===== config.mk =====
export PLATFORM = sky130hd
export DESIGN_NAME = elevator_car_ctrl
export DESIGN_NICKNAME = d
export VERILOG_FILES = /design/src/rtl/elevator_pkg.sv /design/src/rtl/elevator_tick_gen.sv /design/src/rtl/elevator_car_ctrl.sv
export SDC_FILE = /design/constraint.sdc
export NUM_CORES = 1
export LEC_CHECK = 0
export BUFFER_PORTS_ARGS = -buffer_cell sky130_fd_sc_hd__buf_4
export CORE_ASPECT_RATIO = 0.8
export CORE_MARGIN = 1
export CORE_UTILIZATION = 60
export DETAILED_ROUTE_END_ITERATION = 7
export PLACE_DENSITY = 0.79
export RECOVER_POWER = 100
export SLEW_MARGIN = 20
export SYNTH_ARGS = -nofsm -noshare
export SYNTH_HDL_FRONTEND = slang
export SYNTH_SLANG_ARGS = --single-unit
export TNS_END_PERCENT = 5

===== constraint.sdc =====
create_clock -name clk -period 2.78 [get_ports clk]
set_input_delay 0.278 -clock clk [delete_from_list [all_inputs] [get_ports clk]]
set_output_delay 0.278 -clock clk [all_outputs]
set_load 0.02 [all_outputs]

===== src/rtl/elevator_pkg.sv =====
// Shared types and helpers for the elevator car controller.
package elevator_pkg;

  typedef enum logic [1:0] {
    ST_IDLE      = 2'd0,
    ST_MOVE_UP   = 2'd1,
    ST_MOVE_DOWN = 2'd2,
    ST_DOOR_OPEN = 2'd3
  } state_e;

  localparam int DEF_NUM_FLOORS = 4;
  localparam logic [31:0] GROUND_FLOOR = 32'd1;

  // True when exactly one bit of v is set.
  function automatic logic is_one_hot(input logic [31:0] v);
    return (v != 32'd0) && ((v & (v - 32'd1)) == 32'd0);
  endfunction

endpackage


===== src/rtl/elevator_tick_gen.sv =====
// Prescaler producing one tick every TICK_DIV clk cycles; clear restarts the count, hold freezes it.
module elevator_tick_gen #(
  parameter int TICK_DIV = 16777216
) (
  input  logic clk,
  input  logic rst,
  input  logic clear,
  input  logic hold,
  output logic tick
);

  localparam int PW = (TICK_DIV > 1) ? $clog2(TICK_DIV) : 1;

  logic [PW-1:0] cnt_q;
  logic [PW-1:0] cnt_d;
  logic          wrap_s;

  // tick must not depend on clear: the controller derives clear from tick.
  assign wrap_s = (cnt_q == PW'(TICK_DIV - 1));
  assign tick   = wrap_s && !hold;

  // Prescaler next value.
  always_comb begin
    cnt_d = cnt_q;
    if (clear) begin
      cnt_d = '0;
    end else if (hold) begin
      cnt_d = cnt_q;
    end else if (wrap_s) begin
      cnt_d = '0;
    end else begin
      cnt_d = cnt_q + PW'(1);
    end
  end

  // Prescaler register.
  always_ff @(posedge clk or posedge rst) begin
    if (rst) begin
      cnt_q <= '0;
    end else begin
      cnt_q <= cnt_d;
    end
  end

endmodule


===== src/rtl/elevator_car_ctrl.sv =====
// Elevator car controller: accepts one-hot floor requests, travels, dwells with door open.
// Optional emergency stop input enabled by defining ELEVATOR_ESTOP_EN.
module elevator_car_ctrl
  import elevator_pkg::*;
#(
  parameter int NUM_FLOORS   = DEF_NUM_FLOORS,
  parameter int TICK_DIV     = 16777216,
  parameter int TRAVEL_TICKS = 1,
  parameter int DOOR_TICKS   = 2
) (
  input  logic                  clk,
  input  logic                  rst,
`ifdef ELEVATOR_ESTOP_EN
  input  logic                  estop,
`endif
  input  logic                  req_valid,
  input  logic [NUM_FLOORS-1:0] req_floor,
  output logic                  req_ready,
  output logic [NUM_FLOORS-1:0] cur_floor,
  output logic                  moving_up,
  output logic                  moving_down,
  output logic                  door_open,
  output logic                  arrived,
  output logic                  req_err,
  output logic                  busy
);

  localparam int MAX_TICKS = (TRAVEL_TICKS > DOOR_TICKS) ? TRAVEL_TICKS : DOOR_TICKS;
  localparam int CNT_W     = $clog2(MAX_TICKS + 1);
  localparam logic [NUM_FLOORS-1:0] GROUND = NUM_FLOORS'(GROUND_FLOOR);

  state_e                state_q, state_d;
  logic [NUM_FLOORS-1:0] cur_floor_q, cur_floor_d;
  logic [NUM_FLOORS-1:0] target_q, target_d;
  logic [CNT_W-1:0]      tick_cnt_q, tick_cnt_d;
  logic req_ready_q, req_ready_d;
  logic moving_up_q, moving_up_d;
  logic moving_down_q, moving_down_d;
  logic door_open_q, door_open_d;
  logic arrived_q, arrived_d;
  logic req_err_q, req_err_d;
  logic busy_q, busy_d;

  logic                  hold_s;
  logic                  tick_s;
  logic                  clear_s;
  logic                  transfer_s;
  logic                  travel_done_s;
  logic                  door_done_s;
  logic [NUM_FLOORS-1:0] floor_up_s;
  logic [NUM_FLOORS-1:0] floor_dn_s;

`ifdef ELEVATOR_ESTOP_EN
  assign hold_s = estop;
`else
  assign hold_s = 1'b0;
`endif

  elevator_tick_gen #(
    .TICK_DIV (TICK_DIV)
  ) u_tick_gen (
    .clk   (clk),
    .rst   (rst),
    .clear (clear_s),
    .hold  (hold_s),
    .tick  (tick_s)
  );

  assign transfer_s    = req_valid && req_ready_q && !hold_s;
  assign travel_done_s = tick_s && (tick_cnt_q == CNT_W'(TRAVEL_TICKS - 1));
  assign door_done_s   = tick_s && (tick_cnt_q == CNT_W'(DOOR_TICKS - 1));
  assign floor_up_s    = cur_floor_q << 1;
  assign floor_dn_s    = cur_floor_q >> 1;

  // Next-state, floor/target and tick-counter logic; door entry always restarts timing.
  always_comb begin
    state_d     = state_q;
    cur_floor_d = cur_floor_q;
    target_d    = target_q;
    tick_cnt_d  = tick_cnt_q;
    clear_s     = 1'b0;
    arrived_d   = 1'b0;
    req_err_d   = 1'b0;
    case (state_q)
      ST_IDLE: begin
        if (transfer_s) begin
          clear_s    = 1'b1;
          tick_cnt_d = '0;
          if (!is_one_hot(32'(req_floor))) begin
            req_err_d = 1'b1;
          end else if (req_floor == cur_floor_q) begin
            state_d   = ST_DOOR_OPEN;
            arrived_d = 1'b1;
          end else if (req_floor > cur_floor_q) begin
            state_d  = ST_MOVE_UP;
            target_d = req_floor;
          end else begin
            state_d  = ST_MOVE_DOWN;
            target_d = req_floor;
          end
        end else begin
          state_d = ST_IDLE;
        end
      end
      ST_MOVE_UP, ST_MOVE_DOWN: begin
        if (hold_s) begin
          state_d = state_q;
        end else if (travel_done_s) begin
          tick_cnt_d = '0;
          if ((state_q == ST_MOVE_UP) ? cur_floor_q[NUM_FLOORS-1] : cur_floor_q[0]) begin
            state_d = ST_DOOR_OPEN;
            clear_s = 1'b1;
          end else begin
            cur_floor_d = (state_q == ST_MOVE_UP) ? floor_up_s : floor_dn_s;
            if (cur_floor_d == target_q) begin
              state_d   = ST_DOOR_OPEN;
              clear_s   = 1'b1;
              arrived_d = 1'b1;
            end else begin
              state_d = state_q;
            end
          end
        end else if (tick_s) begin
          tick_cnt_d = tick_cnt_q + CNT_W'(1);
        end else begin
          tick_cnt_d = tick_cnt_q;
        end
      end
      ST_DOOR_OPEN: begin
        if (hold_s) begin
          state_d = ST_DOOR_OPEN;
        end else if (door_done_s) begin
          state_d    = ST_IDLE;
          tick_cnt_d = '0;
        end else if (tick_s) begin
          tick_cnt_d = tick_cnt_q + CNT_W'(1);
        end else begin
          tick_cnt_d = tick_cnt_q;
        end
      end
      default: begin
        state_d = ST_IDLE;
      end
    endcase
  end

  // Registered outputs derived from the next state.
  always_comb begin
    req_ready_d   = (state_d == ST_IDLE) && !hold_s;
    moving_up_d   = (state_d == ST_MOVE_UP) && !hold_s;
    moving_down_d = (state_d == ST_MOVE_DOWN) && !hold_s;
    door_open_d   = (state_d == ST_DOOR_OPEN);
    busy_d        = (state_d != ST_IDLE);
  end

  // State and output registers.
  always_ff @(posedge clk or posedge rst) begin
    if (rst) begin
      state_q       <= ST_IDLE;
      cur_floor_q   <= GROUND;
      target_q      <= '0;
      tick_cnt_q    <= '0;
      req_ready_q   <= 1'b1;
      moving_up_q   <= 1'b0;
      moving_down_q <= 1'b0;
      door_open_q   <= 1'b0;
      arrived_q     <= 1'b0;
      req_err_q     <= 1'b0;
      busy_q        <= 1'b0;
    end else begin
      state_q       <= state_d;
      cur_floor_q   <= cur_floor_d;
      target_q      <= target_d;
      tick_cnt_q    <= tick_cnt_d;
      req_ready_q   <= req_ready_d;
      moving_up_q   <= moving_up_d;
      moving_down_q <= moving_down_d;
      door_open_q   <= door_open_d;
      arrived_q     <= arrived_d;
      req_err_q     <= req_err_d;
      busy_q        <= busy_d;
    end
  end

  assign req_ready   = req_ready_q;
  assign cur_floor   = cur_floor_q;
  assign moving_up   = moving_up_q;
  assign moving_down = moving_down_q;
  assign door_open   = door_open_q;
  assign arrived     = arrived_q;
  assign req_err     = req_err_q;
  assign busy        = busy_q;

endmodule


==> impl_metrics.yaml, run 1 <==
detailed_routing:
  drc: 0
  dr_wl_met3_um: 304
  routed.top_layer: "met4"
  wl_per_cell_um: 15.13
  wl_met1_um: 2496
  vias_per_cell: 5.908
  vias: 1997
  met2_length_um: 2204
  wl_um: 5114
  ant_nets: 0
  firstDrtPassIters: 4
  drtIter0Drc: 161
layout:
  area_growth_pct: 8.454
  n_antenna_cell: 0
  nets: 302
  fin_cells: 338
  drive_gt1_frac: 0.09894
  stdcell_area_mm2: 0.002713
global_route:
  grt_pass1_wl_um: 8714
  track_usage: 0.2624
  grt_overflow_total: 0
  antenna_found_initial: 0
  grt_pass1_vias: 1856
  grt_max_degree: 29
critical_path:
  crit_path_max_incr_delay_ns: 0.48
  worstPathArrival_ns: 2.69
  worstSetupStartpointType: "flip-flop"
  cp_cell_sequence: "inv_1 -> ha_1 -> nand2b_1 -> nor4b_1 -> a211oi_1 -> o21ai_0 -> nand3_1 -> o211a_1"
  critical_path_class: "flip-flop to flip-flop"
  cp_data_required_time_ns: 3.00
  critPathSlowestCell: "dfrtp_1"
  r2r_cells: 8
  worstSetupEndpointType: "flip-flop"
  worst-path-max-fanout: 9
timing:
  drv_slew: 0
  rsz0062_at_grt: "no"
  hold_violations: 0
  period_share: 0.8882
  max_freq_mhz: 405.0
  tns_ns: 0
  finClkSkew_ns: 0.005216
  min_period_ns: 2.469
  finalSetupViolCount: 0
  maxSlewHeadroom: 0.3666
  tightest_slew_ns: 0.9443
synthesis:
  synth-adder-area-share: 0.06503
  yosys-top-cells-count: "dfrtp_1 (41), nor2_1 (29), nand2_1 (23)"
  synth_seq_cells: 43
  synth_top_family_by_area: "simple AND/OR/NAND/NOR gates"
  syn_nets: 281
  yosys.cell_types.count: 49
  synth-async-reset-ratio: 1.000
  synth_xor_area_frac: 0.08054
  yosysMostFrequentCell: "dfrtp_1"
  synth_edf_count: 0
  synth_compound_area_frac: 0.1221
  synth.area.mux_share: 0.03852
  yosysWarnings: 0
  yosys.area_share.simple: 0.2331
  yosys-top-cells-area: "dfrtp_1 (41%), ha_1 (6.5%), xor2_1 (6.3%), nor2_1 (4.4%), nand2_1 (3.5%)"
  syn_area_mm2: 0.002501
  syn_inst: 261
  synthDominantCellAreaShare: 0.4102
  synth-main-ff-cell: "dfrtp_1"
  avgSynthCellArea_um2: 9.583
  synth_top_area_cell: "dfrtp_1"
  synth-seq-area-share: 0.4312
clock_network:
  cts_setup_buffers: 0
  post_cts_resized: 0
  htreeDepth: 2
  numCtsBuffers: 5
  cts_root_buf: "clkbuf_8"
  clk_latency_ns: 0.29
  path_clk_slew_ns: 0.08
  clkSinkCount: 43
  postCtsHoldBufs: 0
  clock_path_buffers: 2
  tritoncts: "yes"
die:
  start_util: 0.6407
  core_mm2: 0.003904
  die_height_um: 59.75
  ios: 18
  rows: 20
  die_w_um: 74.19
  dieArea_mm2: 0.004433
job:
  cap_violations: 0
power_and_ir_drop:
  power_uw: 1045
  p_leak_uw: 0.001158
  power_density_mw_per_mm2: 385.1
  peakVddDrop_mv: 0.3069
placed_design:
  hpwlAfterDp_um: 3797
  postPlaceCellArea_mm2: 0.002691
  portBuffers: 17
  dpl.cell_count: 330
  place_congestion: 0.9114
status:
  status: "completed"
min_path:
  hp-class: "input port to asynchronous set/reset pin"
## area by class of cell
class,count,area [um2]
Clock buffer,8,80.08
Fill cell,327,1191
Inverter,14,52.55
Multi-Input combinational cell,199,1330
Sequential cell,43,1079
Tap cell,55,68.82
Timing Repair Buffer,19,102.6
## kinds of logic (layout without fill, tap and decap cells)
logic type	after synthesis	count (layout)
and+or+nand+nor	108	108
AOI/OAI and AO/OA	46	46
DFF	43	43
xor gates and xnor gates	23	23
buffers and inverters	19	41
adders and majority gates	13	13
muxes	9	9
## metal layers
layer | vias to the layer above | global-route usage
li1 | 962 | -
met1 | 948 | 0.3788
met2 | 75 | 0.3909
met3 | 12 | 0.05059
met4 | 0 | 0.09890
met5 | - | 0
## path summary, 6_finish.rpt
path	from	end	slack (ns)
worst min register to register	tick_cnt_q[1]	tick_cnt_q[1]	0.52
min in group clk	req_floor[3]	target_q[3]	0.26
worst min-delay path	rst	u_tick_gen.cnt_q[11]	0.09
max in group asynchronous	rst	moving_up	1.48
worst max-delay path	state_q[1]	req_ready	0.31
worst max register to register	state_q[1]	req_ready	0.31
## worst max-delay path: cells and delay by family (launching register included)
family	cells	cell delay, ns
compound gates	3	0.77
fa+ha+maj	1	0.23
buf+inv	1	0.20
flops	1	0.48
simple gates	3	0.72
## through the flow
step | hold slack, ns | worst slack, ns | util
3_3_place_gp | 0.4188 | 0.5753 | 0.6894
5_1_grt | 0.1420 | 0.1737 | 0.6949
2_1_floorplan | 0.4286 | 0.7882 | -
4_1_cts | 0.1122 | 0.3465 | 0.7099
3_5_place_dp | 0.4263 | 0.4756 | 0.6894
6_report | 0.09303 | 0.3109 | 0.6949
## where the power goes
part,total [uW],switching (uW),internal (uW)
Combinational,44.8,29.4,15.4
Clock,375,196,179
Sequential,625,0,625
Total,1040,226,819
## cells in the final DEF (no fill, tap or decap), types with 4 or more instances in the layout
cell | Yosys | routed
buf_4 | 0 | 7
a21oi_1 | 8 | 8
xnor2_1 | 5 | 5
mux2i_1 | 4 | 4
nand4_1 | 7 | 8
mux2_2 | 5 | 5
clkbuf_8 | 0 | 5
ha_1 | 13 | 13
dfrtp_1 | 41 | 41
o22ai_1 | 5 | 5
xor2_1 | 18 | 18
o21ai_0 | 9 | 9
o21a_1 | 4 | 4
inv_1 | 14 | 13
a31oi_1 | 5 | 5
nand3_1 | 16 | 17
nand2_1 | 23 | 23
nor2_1 | 29 | 29
clkbuf_1 | 2 | 13
and3_1 | 6 | 6
## state kept, by name (all words and copies together) (netlist names), 2 cells and up
| name | cells |
|---|---|
| u_tick_gen.cnt_q | 24 |
| cur_floor | 4 |
| target_q | 4 |
| state_q | 2 |
| tick_cnt_q | 2 |
Note: power is estimated with default switching activity, not from simulation.
==> inputs of run 2 (changes only) <==
--- a/config.mk
+++ b/config.mk
@@ -5,7 +5,8 @@
 export SDC_FILE = /design/constraint.sdc
 export NUM_CORES = 1
 export LEC_CHECK = 0
-export BUFFER_PORTS_ARGS = -buffer_cell sky130_fd_sc_hd__buf_4
+export BUFFER_PORTS_ARGS = -buffer_cell sky130_fd_sc_hd__buf_2
+export CAP_MARGIN = 20
 export CORE_ASPECT_RATIO = 0.8
 export CORE_MARGIN = 1
 export CORE_UTILIZATION = 60
==> run 2 against run 1 <==
  * The flow now finishes with violations (max-capacitance violations, max-slew violations)
  * Critical path depth is the same
  * Sequential share of layout area is 0.44 points lower
  * Cell area is 1.1% higher
  * Combinational power decreased by 5.1%
  * Total power up 18%
  * Non-clock buffer count did not move
  * Setup slack better by 0.14 ns
  * Clock power rose by 50%
  * Hold slack improved by 0.19 ns
  * Critical path type unchanged
  * Largest cell class unchanged
==> impl_metrics.yaml, run 2 (synthesized netlist as in run 1, its figures left out) <==
clock_network:
  post_cts_resized: 0
  postCtsHoldBufs: 0
  clk_latency_ns: 0.30
  cts_setup_buffers: 0
  tritoncts: "yes"
  clkSinkCount: 43
  clock_path_buffers: 2
  numCtsBuffers: 5
  cts_root_buf: "clkbuf_8"
  path_clk_slew_ns: 0.08
  htreeDepth: 2
timing:
  finalSetupViolCount: 0
  finClkSkew_ns: 0.004698
  max_freq_mhz: 429.5
  period_share: 0.8375
  fin_hold_ws_ns: 0.2798
  maxSlewHeadroom: -0.4857
  drv_slew: 44
  rsz0062_at_grt: "no"
  min_period_ns: 2.328
  tns_ns: 0
  tightest_slew_ns: 2.228
  hold_violations: 0
status:
  status: "finished with violations"
  failed_checks: "max-capacitance violations, max-slew violations"
critical_path:
  worstPathArrival_ns: 2.56
  critPathTopFamily: "compound AO/OA/AOI/OAI gates"
  crit_path_max_incr_delay_ns: 0.49
  cp_data_required_time_ns: 3.02
  rr_startpoint: "state_q[1]"
  r2r_setup_slack_ns: 0.45
  cp_cell_sequence: "inv_1 -> ha_1 -> nand2b_1 -> nor4b_1 -> a211oi_1 -> o21ai_0 -> a31oi_1 -> o21a_1"
  critPathSlowestCell: "dfrtp_1"
  crit_path_end: "u_tick_gen.cnt_q[16]"
  worstSetupStartpointType: "flip-flop"
  critical_path_class: "flip-flop to flip-flop"
  worstSetupEndpointType: "flip-flop"
  critPathBufInv: 1
  crit_cells: 8
  r2r_cells: 8
  regToRegEndpoint: "u_tick_gen.cnt_q[16]"
  crit_start: "state_q[1]"
  worst-path-max-fanout: 9
die:
  rows: 20
  die_w_um: 74.19
  die_height_um: 59.75
  start_util: 0.6407
  core_mm2: 0.003904
  dieArea_mm2: 0.004433
  ios: 18
detailed_routing:
  ant_nets: 0
  drtIter0Drc: 226
  drc: 0
  wl_um: 4869
  firstDrtPassIters: 4
  wl_per_cell_um: 14.41
  vias_per_cell: 5.728
  vias: 1936
global_route:
  track_usage: 0.2513
  antenna_found_initial: 0
  grt_pass1_wl_um: 8114
  grt_pass1_vias: 1687
  grt_max_degree: 44
  grt_overflow_total: 0
layout:
  drive_gt1_frac: 0.1060
  mostFrequentLayoutCells: "dfrtp_1 (41), nor2_1 (29), nand2_1 (23)"
  n_antenna_cell: 0
  largest_reg_flops: 24
  nets: 302
  layout_commonest_cell: "dfrtp_1"
  area_growth_pct: 9.655
  regMostFlops: "u_tick_gen.cnt_q"
placed_design:
  hpwlAfterDp_um: 3512
  place_congestion: 0.8740
  portBuffers: 17
min_path:
  hp-class: "input port to flip-flop"
power_and_ir_drop:
  p_leak_uw: 0.001174
  peakVddDrop_mv: 0.4091
  power_density_mw_per_mm2: 449.1
job:
  cap_violations: 1
## run 2: how the worst min path moves through the flow
stage                  from              endpoint  cells past startpoint
2_1_floorplan  req_floor[1]           target_q[1]                      1
3_3_place_gp            rst  u_tick_gen.cnt_q[13]                      3
3_5_place_dp            rst  u_tick_gen.cnt_q[11]                      3
4_1_cts                 rst   u_tick_gen.cnt_q[0]                      3
5_1_grt        req_floor[2]           target_q[2]                      2
6_report       req_floor[2]           target_q[2]                      2
## run 2: layout make-up
type                    count  area, um2
well taps                  55      68.82
clock inverters             2      60.06
inverters                  14      52.55
clock buffers               6      72.57
repair buffers             19      80.08
multi-input cells         199       1330
fillers                   321       1161
flip-flops and latches     43       1079
## run 2: through the flow
step	utilization	setup WS, ns	instances	area [um2]	total power (uW)
3_5_place_dp	0.6785	0.4785	330	2649	681.4
6_report	0.7026	0.4518	338	2743	1232
2_1_floorplan	-	0.7882	261	2501	664.7
4_1_cts	0.7125	0.4403	338	2781	1244
5_1_grt	0.7026	0.1476	338	2743	1267
3_3_place_gp	0.6785	0.5834	330	2649	680.4
## run 2: per-layer routing
| metal | vias up | global-route usage | routed length [um] |
|---|---|---|---|
| li1 | 963 | - | - |
| met1 | 921 | 0.3769 | 2565 |
| met2 | 45 | 0.3506 | 2024 |
| met3 | 7 | 0.06071 | 220 |
| met4 | 0 | 0.09066 | 58 |
| met5 | - | 0 | 0 |
## run 2: report_power, final
group	switching (uW)	internal, uW
logic	29.5	13.0
clock network	205	359
registers	0	625
total	235	997
==> inputs of run 3 (changes only) <==
--- a/config.mk
+++ b/config.mk
@@ -5,6 +5,7 @@
 export SDC_FILE = /design/constraint.sdc
 export NUM_CORES = 1
 export LEC_CHECK = 0
+export ABC_AREA = 1
 export BUFFER_PORTS_ARGS = -buffer_cell sky130_fd_sc_hd__buf_2
 export CAP_MARGIN = 20
 export CORE_ASPECT_RATIO = 0.8
==> constraint.sdc (replaced) <==
create_clock -name clk -period 2.19 [get_ports clk]
set_input_delay 0.219 -clock clk [delete_from_list [all_inputs] [get_ports clk]]
set_output_delay 0.219 -clock clk [all_outputs]
set_load 0.02 [all_outputs]
==> run 3 against run 2 <==
  * The run now ends clean
  * Synthesized area grew 2.5%
  * Synthesized cell count grew 25%
  * Global-route usage grew 0.39 points
  * Via count grew 8.8%
  * Core utilization grew 0.76 points
  * Count of clock-buffer cells in the layout grew 1
  * Sequential share of layout area shrank 0.91 points
  * Routed wire length grew 3.5%
  * Non-clock buffer count grew 6
==> impl_metrics.yaml, run 3 <==
detailed_routing:
  drtIter0Drc: 96
  vias: 2107
  wl_um: 5038
  drc: 0
  wl_per_cell_um: 12.26
  firstDrtPassIters: 4
  ant_nets: 0
  vias_per_cell: 5.127
global_route:
  antenna_found_initial: 0
  grt_pass1_vias: 1863
  track_usage: 0.2552
  grt_max_degree: 27
  grt_pass1_wl_um: 8418
  grt_overflow_total: 0
timing:
  tightest_slew_ns: 0.9155
  maxSlewHeadroom: 0.3897
  finalSetupViolCount: 0
  period_share: 0.9115
  max_freq_mhz: 501.0
  rsz0062_at_grt: "no"
  finClkSkew_ns: 0.005935
  hold_violations: 0
  drv_slew: 0
  min_period_ns: 1.996
  tns_ns: 0
synthesis:
  yosys.cell_types.count: 29
  synth_seq_cells: 43
  synthDominantCellAreaShare: 0.4004
  yosys-top-cells-area: "dfrtp_1 (40%), nand2_1 (12%), inv_1 (7.0%), ha_1 (6.3%), nor2_1 (5.4%)"
  syn_inst: 325
  yosys-top-cells-count: "nand2_1 (79), inv_1 (48), dfrtp_1 (41)"
  avgSynthCellArea_um2: 7.884
  synth_top_area_cell: "dfrtp_1"
  syn_area_mm2: 0.002562
  synth_edf_count: 0
  yosysMostFrequentCell: "nand2_1"
  synth-async-reset-ratio: 1.000
  synth-seq-area-share: 0.4209
  synth-main-ff-cell: "dfrtp_1"
  yosysWarnings: 0
  syn_nets: 345
clock_network:
  cts_setup_buffers: 0
  htreeDepth: 2
  tritoncts: "yes"
  cts_root_buf: "clkbuf_8"
  numCtsBuffers: 5
  clk_latency_ns: 0.29
  path_clk_slew_ns: 0.08
  clkSinkCount: 43
  clock_path_buffers: 2
power_and_ir_drop:
  power_uw: 1357
  peakVddDrop_mv: 0.4091
  power_density_mw_per_mm2: 483.2
  p_leak_uw: 0.001350
die:
  die_w_um: 75.07
  ios: 18
  rows: 20
  core_mm2: 0.003954
  die_height_um: 60.45
  dieArea_mm2: 0.004538
  start_util: 0.6481
critical_path:
  worstSetupStartpointType: "flip-flop"
  worstSetupEndpointType: "flip-flop"
  critical_path_class: "flip-flop to flip-flop"
  cp_cell_sequence: "ha_1 -> nand2_2 -> nor2_4 -> nand2_2 -> nor2_4 -> nand3_4 -> nor2_8 -> nand3_4 -> or2_1 -> a21oi_1"
  crit_path_max_incr_delay_ns: 0.37
  worstPathArrival_ns: 2.20
  r2r_setup_slack_ns: 0.19
  rr_startpoint: "u_tick_gen.cnt_q[0]"
  r2r_cells: 10
  regToRegEndpoint: "arrived"
  worst-path-max-fanout: 9
  critPathSlowestCell: "dfrtp_1"
  cp_data_required_time_ns: 2.39
placed_design:
  hpwlAfterDp_um: 3902
  place_congestion: 0.9192
  dpl.cell_count: 401
  portBuffers: 17
min_path:
  worstHoldEndpoint: "target_q[1]"
  hp-class: "input port to flip-flop"
  min_path_cells: 3
  hold_start: "req_floor[1]"
layout:
  n_antenna_cell: 0
  regMostFlops: "u_tick_gen.cnt_q"
  drive_gt1_frac: 0.1096
  area_growth_pct: 9.570
  nets: 375
  fill_cells: 357
  fin_cells: 411
  largest_reg_flops: 24
  layout_commonest_cell: "nand2_1"
  ff_latch_area_mm2: 0.001079
  multi_input_comb_area_mm2: 0.001261
  mostFrequentLayoutCells: "nand2_1 (81), inv_1 (47), nor2_1 (42)"
job:
  cap_violations: 0
status:
  status: "completed"
## run 3: changes by cell type after synthesis, moves of 6 or more
cell,previous run,this run
nor2_2,0,12
inv_1,14,48
nor2_1,29,37
xor2_1,18,11
nand2_1,23,79
o21ai_0,9,16
and3_1,6,0
## run 3: worst max-delay path by stage
stage	cells past startpoint	start	end
floorplan	13	u_tick_gen.cnt_q[0]	u_tick_gen.cnt_q[5]
global placement	12	u_tick_gen.cnt_q[0]	u_tick_gen.cnt_q[22]
detailed placement	12	u_tick_gen.cnt_q[0]	u_tick_gen.cnt_q[22]
CTS	12	u_tick_gen.cnt_q[0]	u_tick_gen.cnt_q[22]
global route	10	u_tick_gen.cnt_q[0]	arrived
finish	10	u_tick_gen.cnt_q[0]	arrived
## run 3: layer usage
metal / part of all wire / vias up / track usage / routed length, um
met5: 0 / - / 0 / 0
met3: 0.058 / 8 / 0.04983 / 292
met2: 0.42 / 45 / 0.3719 / 2134
met1: 0.51 / 974 / 0.3832 / 2545
li1: - / 1080 / - / -
met4: 0.013 / 0 / 0.08086 / 65
## run 3: cells by family (layout without fill, tap and decap cells)
kind of cell             count (synthesis)  in the layout  synth area share
AO/OA/AOI/OAI                           29             29           0.06006
XOR/XNOR                                13             13           0.04443
adder cells (fa/ha/maj)                 13             13           0.06348
buffers and inverters                   52             83           0.08057
flip-flops                              43             43            0.4209
AND/OR/NAND/NOR                        175            175            0.3306
## run 3: critical path: cells and delay by family, from the launching register on
| kind | cells | cell delay [ns] |
|---|---|---|
| AO/OA/AOI/OAI | 1 | 0.18 |
| flip-flops | 1 | 0.37 |
| adder cells (fa/ha/maj) | 1 | 0.18 |
| AND/OR/NAND/NOR | 8 | 1.16 |
## run 3: repair_timing
item | in CTS | in global routing
resized for setup | 0 | 1
setup endpoints to repair | 0 | 3
endpoints found under the hold margin | 0 | 7
hold buffers | 0 | 1
## run 3: stage by stage
step | cell area (um2) | hold WS (ns) | util | setup slack, ns
floorplan | 2562 | 0.3636 | - | 0.3839
global placement | 2743 | 0.3466 | 0.6937 | 0.1932
detailed placement | 2743 | 0.3478 | 0.6937 | 0.1332
CTS | 2834 | 0.02840 | 0.7168 | 0.1196
global route | 2808 | 0.2371 | 0.7101 | 0.04002
finish | 2808 | 0.2152 | 0.7101 | 0.1938
## run 3: report_power, final
group / leakage [uW] / switching (uW) / internal, uW
Combinational: 0.000749 / 33.0 / 14.1
Clock: 0.0000482 / 262 / 254
Sequential: 0.000553 / 0 / 793
Total: 0.00135 / 295 / 1060
## run 3: area by class of cell
cell class                 instances  area share
clock buffer                       7     0.03075
sequential                        43      0.3841
tap                               55     0.02451
inverter                          50     0.06684
multi-input combinational        230      0.4492
clock inverter                     1    0.001783
timing repair buffer              25     0.04278
